<file path="src/rtl/hw2_seq_pkg.sv">
// rtl/hw2_seq_pkg.sv - shared constants and state type for the hw2 sequence generator/receiver pair
package hw2_seq_pkg;

    localparam int               SYNC_W    = 4;
    localparam logic [SYNC_W-1:0] SYNC_PAT = 4'b1011;
    localparam int               PAYLOAD_W = 8;
    localparam int               CNT_W     = 8;

    typedef enum logic [1:0] {
        HUNT,
        PAYLOAD,
        PARITY
    } rx_state_t;

endpackage

</file>
<file path="src/rtl/hw2_sync_hunter.sv">
// rtl/hw2_sync_hunter.sv - sliding-window sync pattern detector with synchronous clear
module hw2_sync_hunter #(
    parameter int                SYNC_W   = hw2_seq_pkg::SYNC_W,
    parameter logic [SYNC_W-1:0] SYNC_PAT = hw2_seq_pkg::SYNC_PAT
) (
    input  logic clk,
    input  logic rst_n,
    input  logic bit_in,
    input  logic bit_en,
    input  logic clear,
    output logic sync_hit
);

    logic [SYNC_W-2:0] sr_q;
    logic [SYNC_W-2:0] sr_d;
    logic [SYNC_W-1:0] window;

    // The incoming bit completes the window, so detection needs no extra cycle.
    assign window   = {sr_q, bit_in};
    assign sync_hit = bit_en && (window == SYNC_PAT);

    always_comb begin
        sr_d = sr_q;
        if (clear) begin
            sr_d = '0;
        end else if (bit_en) begin
            sr_d = window[SYNC_W-2:0];
        end
    end

    always_ff @(posedge clk or negedge rst_n) begin
        if (!rst_n) begin
            sr_q <= '0;
        end else begin
            sr_q <= sr_d;
        end
    end

endmodule

</file>
<file path="src/rtl/hw2_sequence_receiver.sv">
// rtl/hw2_sequence_receiver.sv - sync hunt, payload deserializer, even-parity check and one-deep frame holding register
module hw2_sequence_receiver #(
    parameter int                SYNC_W    = hw2_seq_pkg::SYNC_W,
    parameter logic [SYNC_W-1:0] SYNC_PAT  = hw2_seq_pkg::SYNC_PAT,
    parameter int                PAYLOAD_W = hw2_seq_pkg::PAYLOAD_W,
    parameter int                CNT_W     = hw2_seq_pkg::CNT_W
) (
    input  logic                 clk,
    input  logic                 rst_n,
    input  logic                 data_in,
    input  logic                 enable,
    input  logic                 frame_ready,
    output logic [PAYLOAD_W-1:0] frame_data,
    output logic                 frame_valid,
    output logic                 parity_err,
    output logic                 overflow,
    output logic                 busy,
    output logic [CNT_W-1:0]     frame_cnt
);

    import hw2_seq_pkg::*;

    localparam int BCNT_W = (PAYLOAD_W > 1) ? $clog2(PAYLOAD_W) : 1;

    rx_state_t            state_q, state_d;
    logic [BCNT_W-1:0]    bit_cnt_q, bit_cnt_d;
    logic [PAYLOAD_W-1:0] payload_q, payload_d;
    logic [PAYLOAD_W-1:0] frame_data_q, frame_data_d;
    logic                 frame_valid_q, frame_valid_d;
    logic                 parity_err_q, parity_err_d;
    logic                 overflow_q, overflow_d;
    logic [CNT_W-1:0]     frame_cnt_q, frame_cnt_d;

    logic hunt_en;
    logic hunt_clear;
    logic sync_hit;
    logic pop;

    // The hunter only sees bits while hunting and is held clear otherwise,
    // so no bit of a finished frame can contribute to the next sync.
    assign hunt_en    = enable && (state_q == HUNT);
    assign hunt_clear = sync_hit || (state_q != HUNT);

    hw2_sync_hunter #(
        .SYNC_W   (SYNC_W),
        .SYNC_PAT (SYNC_PAT)
    ) u_sync_hunter (
        .clk      (clk),
        .rst_n    (rst_n),
        .bit_in   (data_in),
        .bit_en   (hunt_en),
        .clear    (hunt_clear),
        .sync_hit (sync_hit)
    );

    assign pop = frame_valid_q && frame_ready;

    always_comb begin
        state_d       = state_q;
        bit_cnt_d     = bit_cnt_q;
        payload_d     = payload_q;
        frame_data_d  = frame_data_q;
        frame_valid_d = frame_valid_q && !pop;
        parity_err_d  = 1'b0;
        overflow_d    = 1'b0;
        frame_cnt_d   = frame_cnt_q;

        case (state_q)
            HUNT: begin
                if (sync_hit) begin
                    state_d   = PAYLOAD;
                    bit_cnt_d = '0;
                end
            end
            PAYLOAD: begin
                if (enable) begin
                    payload_d = {payload_q[PAYLOAD_W-2:0], data_in};
                    bit_cnt_d = bit_cnt_q + BCNT_W'(1);
                    if (bit_cnt_q == BCNT_W'(PAYLOAD_W - 1)) begin
                        state_d = PARITY;
                    end
                end
            end
            PARITY: begin
                if (enable) begin
                    state_d = HUNT;
                    if ((^payload_q) ^ data_in) begin
                        parity_err_d = 1'b1;
                    end else if (!frame_valid_q || pop) begin
                        // A pop in the same cycle frees the slot for the new frame.
                        frame_data_d  = payload_q;
                        frame_valid_d = 1'b1;
                        frame_cnt_d   = frame_cnt_q + CNT_W'(1);
                    end else begin
                        overflow_d = 1'b1;
                    end
                end
            end
            default: begin
                state_d = HUNT;
            end
        endcase
    end

    always_ff @(posedge clk or negedge rst_n) begin
        if (!rst_n) begin
            state_q       <= HUNT;
            bit_cnt_q     <= '0;
            payload_q     <= '0;
            frame_data_q  <= '0;
            frame_valid_q <= 1'b0;
            parity_err_q  <= 1'b0;
            overflow_q    <= 1'b0;
            frame_cnt_q   <= '0;
        end else begin
            state_q       <= state_d;
            bit_cnt_q     <= bit_cnt_d;
            payload_q     <= payload_d;
            frame_data_q  <= frame_data_d;
            frame_valid_q <= frame_valid_d;
            parity_err_q  <= parity_err_d;
            overflow_q    <= overflow_d;
            frame_cnt_q   <= frame_cnt_d;
        end
    end

    assign frame_data  = frame_data_q;
    assign frame_valid = frame_valid_q;
    assign parity_err  = parity_err_q;
    assign overflow    = overflow_q;
    assign busy        = (state_q != HUNT);
    assign frame_cnt   = frame_cnt_q;

endmodule

</file>
<file path="config.mk">
export PLATFORM = sky130hd
export DESIGN_NAME = hw2_sequence_receiver
export DESIGN_NICKNAME = d
export VERILOG_FILES = /design/src/rtl/hw2_seq_pkg.sv /design/src/rtl/hw2_sync_hunter.sv /design/src/rtl/hw2_sequence_receiver.sv
export SDC_FILE = /design/constraint.sdc
export NUM_CORES = 1
export LEC_CHECK = 0
export CAP_MARGIN = 20
export CELL_PAD_IN_SITES_DETAIL_PLACEMENT = 0
export CELL_PAD_IN_SITES_GLOBAL_PLACEMENT = 1
export CORE_UTILIZATION = 30
export DETAILED_ROUTE_END_ITERATION = 7
export PLACE_DENSITY = 0.59
export SLEW_MARGIN = 15
export SYNTH_ARGS = -nofsm -noshare
export SYNTH_HDL_FRONTEND = slang
export SYNTH_SLANG_ARGS = --single-unit
</file>
<file path="constraint.sdc">
create_clock -name clk -period 2.5 [get_ports clk]
set_input_delay 0.625 -clock clk [delete_from_list [all_inputs] [get_ports clk]]
set_output_delay 0.625 -clock clk [all_outputs]
set_load 0.02 [all_outputs]
</file>
==> run summary <==
Run status - complete, no violations
Total setup buffers inserted after CTS - 0
Xor/xnor share of the synthesized area - 9.04%
Number of input and output port buffers inserted - 24
Share of the synthesized area in the top cell type - 55.0%
Total Power - 2.16 mW
Post-detailed-route DRC marker count - 0
Leading cell type by number of instances after synthesis - sky130_fd_sc_hd__dfrtp_1
CP max FO - 16
Placeable core area - 5110 µm²
CP Data Required Time - 2.71 ns
Area share of fa/ha/maj cells after synthesis - 2.36%
Count of state elements after synthesis - 35
Source-to-sink clock delay at the later pin of the worst-skew pair - 0.28 ns
Cell Count, Final, Fillers Out - 227
R2R setup slack - 0.52 ns
Setup repair after global routing missed its margin - false
Number of warnings issued by yosys - 0
Final instance area - 2050 µm²
Violation count after the first detailed-routing iteration - 18
Maximum number of buffers from clock root to sink - 2
Total length of routed wires - 2810 µm
Site row count - 26
FF-to-FF Start - payload_q[3]$_DFFE_PN0P_
Antenna diode count - 0
EDFF count, synth - 0
Width of the die - 74.8 µm
Static leakage power - 0.969 nW
Total Nets Final - 165
R2r endpoint - frame_cnt[6]$_DFFE_PN0P_
Setup CP Type - in2reg
Proportion of synthesized flip-flops having asynchronous set or reset - 100%
Share of final-layout standard cells stronger than drive strength 1 - 21.7%
Multiplexer area fraction after synthesis - 15.5%
Final hold viol count - 0
Simple-gate portion of the synthesized area - 13.1%
Type of element launching the critical path - primary input
Max transition margin - 68.5%
Half-perimeter wire length after detailed placement - 1990 µm
Yosys top cell by area - sky130_fd_sc_hd__dfrtp_1
Count of antenna-violating nets left after detailed routing - 0
Total placed cells including tap cells - 220
Die Y-Extent - 74.8 µm
Number of antenna violations at the first check in global routing - 0
Top cells by count, synth - sky130_fd_sc_hd__dfrtp_1, sky130_fd_sc_hd__mux2_2, sky130_fd_sc_hd__nand2_1
Dominant synthesized flop cell - sky130_fd_sc_hd__dfrtp_1
Vias in the first global route - 1017
Final weighted congestion of routability-driven global placement - 0.678
Max Clock Freq - 427 MHz
Hold bufs inserted after CTS - 0
Via count normalized by instance count - 4.44
Post-place setup slack - -0.164 ns
Clock sinks - 35
Clock root buffer - sky130_fd_sc_hd__clkbuf_8
Cell Area, Placed - 1950 µm²
Clock tree from TritonCTS - yes
Utilization of the core after routing - 40.2%
Cell count after synthesis - 124
Clock buffers created by TritonCTS - 5
Mean post-synth cell area - 12.8 µm²
Final-layout worst hold slack - 0.464 ns
Critical Path End - frame_cnt[6]$_DFFE_PN0P_
Number of vias after detailed routing - 1009
Number of levels in the clock H-tree - 2
Largest net degree at the start of global routing - 36
Portion of the post-synthesis area used by sequential elements - 55.0%
Routed WL per cell - 12.4 µm
CP startpoint - data_in
Worst path arrival time - 2.55 ns
Largest cells by area after synthesis - sky130_fd_sc_hd__dfrtp_1, sky130_fd_sc_hd__mux2_2, sky130_fd_sc_hd__mux2_4
Largest family of logic cells by synthesized area - multiplexers
Effective utilization at floorplan - 31.2%
Slew at the pin closest to its max-slew limit - 0.471 ns
Register clock-pin slew on the reported worst setup and hold paths - 0.07 ns
Synth Area in Compound Gates - 2.44%
Post-synth net total - 132
Max-cap violations - 0
Sum of negative setup slack - 0 ns
Crit share post-route - 93.6%
Cell area after synthesis - 1590 µm²
Area grow syn2layout - 29.0%
GR Overflow Total - 0
Global-route wire length before repair - 4750 µm
PnR worst setup slack - 0.160 ns
Hold Crit Class - reg2reg
CP endpoint kind - flop
Post-route clock skew - 0.00618 ns
Count of cells resized by post-cts repair - 0
Setup violations, final - 0
Die outline area - 5600 µm²
Number of iterations in the first detailed-routing pass - 2
I/O Pins - 25
Worst R2R Path Depth - 6
Post-layout min period - 2.34 ns
Power density cells - 1050 nW/µm²
Worst IR drop on VDD - 0.418 mV
GRT Overall Usage - 11.9%
Count of unique library cells instantiated by Yosys - 28
Number of pins with negative max-slew slack in the final report - 0
## worst max-delay path, stage by stage
cell,delay (ns)
sky130_fd_sc_hd__clkdlybuf4s50_1,0.49
sky130_fd_sc_hd__xor3_1,0.46
sky130_fd_sc_hd__nor3b_2,0.25
sky130_fd_sc_hd__mux2i_4,0.11
sky130_fd_sc_hd__buf_12,0.17
sky130_fd_sc_hd__nor4_1,0.28
sky130_fd_sc_hd__xor2_1,0.16
## layout make-up
class                           instances  area [µm²]
Fill cell                             507        3050
Sequential cell                        35         876
Multi-Input combinational cell         81         674
Timing Repair Buffer                   30         298
Tap cell                               70        87.6
Clock buffer                            6        72.6
Clock inverter                          1        30.0
Inverter                                4        15.0
## state kept, by name, summed over array words and instances, names as in the netlist
signal              count
payload_q               8
parity_err              1
u_sync_hunter.sr_q      3
overflow                1
bit_cnt_q               3
frame_cnt               8
frame_valid             1
state_q                 2
frame_data              8
## cell usage in the layout (no fill, tap or decap)
cell                              instances
sky130_fd_sc_hd__bufinv_16                1
sky130_fd_sc_hd__xnor3_2                  1
sky130_fd_sc_hd__and3_1                   1
sky130_fd_sc_hd__dfrtp_1                 35
sky130_fd_sc_hd__nand2b_1                 4
sky130_fd_sc_hd__a21oi_1                  3
sky130_fd_sc_hd__o22ai_1                  3
sky130_fd_sc_hd__buf_12                   1
sky130_fd_sc_hd__nor4_1                   1
sky130_fd_sc_hd__xor2_1                   7
sky130_fd_sc_hd__mux2i_1                  1
sky130_fd_sc_hd__nor2_1                   7
sky130_fd_sc_hd__nor3b_2                  1
sky130_fd_sc_hd__o21ai_0                  1
sky130_fd_sc_hd__clkbuf_8                 5
sky130_fd_sc_hd__buf_4                    5
sky130_fd_sc_hd__and3b_1                  1
sky130_fd_sc_hd__nor2b_1                  1
sky130_fd_sc_hd__clkdlybuf4s50_1         24
sky130_fd_sc_hd__mux2_4                   6
sky130_fd_sc_hd__xor3_1                   1
sky130_fd_sc_hd__nand3_1                  4
sky130_fd_sc_hd__xnor2_1                  4
sky130_fd_sc_hd__nand3b_1                 4
sky130_fd_sc_hd__nand2_1                  9
sky130_fd_sc_hd__inv_1                    4
sky130_fd_sc_hd__ha_1                     3
sky130_fd_sc_hd__or2_2                    2
sky130_fd_sc_hd__nor3_1                   4
sky130_fd_sc_hd__clkbuf_1                 1
sky130_fd_sc_hd__mux2_2                  11
sky130_fd_sc_hd__mux2i_4                  1
## kinds of logic after synthesis
family,Yosys count
buf+inv,8
flops,35
mux,19
fa+ha+maj,3
simple gates,39
xor+xnor,13
compound gates,7
## report_power, final
part | switching (mW) | internal [mW]
clock | 0.183 | 0.292
sequential | 0.142 | 0.720
combinational | 0.341 | 0.482
## worst min path at each step
stage / startpoint / endpoint / slack [ns] / cells after the start
global placement: frame_cnt[7]$_DFFE_PN0P_ / frame_cnt[7]$_DFFE_PN0P_ / 0.46 / 1
global route: frame_cnt[7]$_DFFE_PN0P_ / frame_cnt[7]$_DFFE_PN0P_ / 0.48 / 1
detailed placement: frame_cnt[7]$_DFFE_PN0P_ / frame_cnt[7]$_DFFE_PN0P_ / 0.46 / 1
finish: frame_cnt[7]$_DFFE_PN0P_ / frame_cnt[7]$_DFFE_PN0P_ / 0.46 / 1
CTS: frame_cnt[7]$_DFFE_PN0P_ / frame_cnt[7]$_DFFE_PN0P_ / 0.47 / 1
floorplan: rst_n / bit_cnt_q[0]$_DFFE_PN0P_ / 0.33 / 0
## routing by layer
layer / part of all wire (%) / global-route usage, % / vias to the layer above
li1: - / - / 483
met2: 47 / 18.7 / 23
met3: 5.6 / 4.95 / 6
met4: 2.3 / 6.29 / 0
met1: 45 / 13.8 / 497
met5: 0 / 0 / -
(Power assumes the default switching activity.)
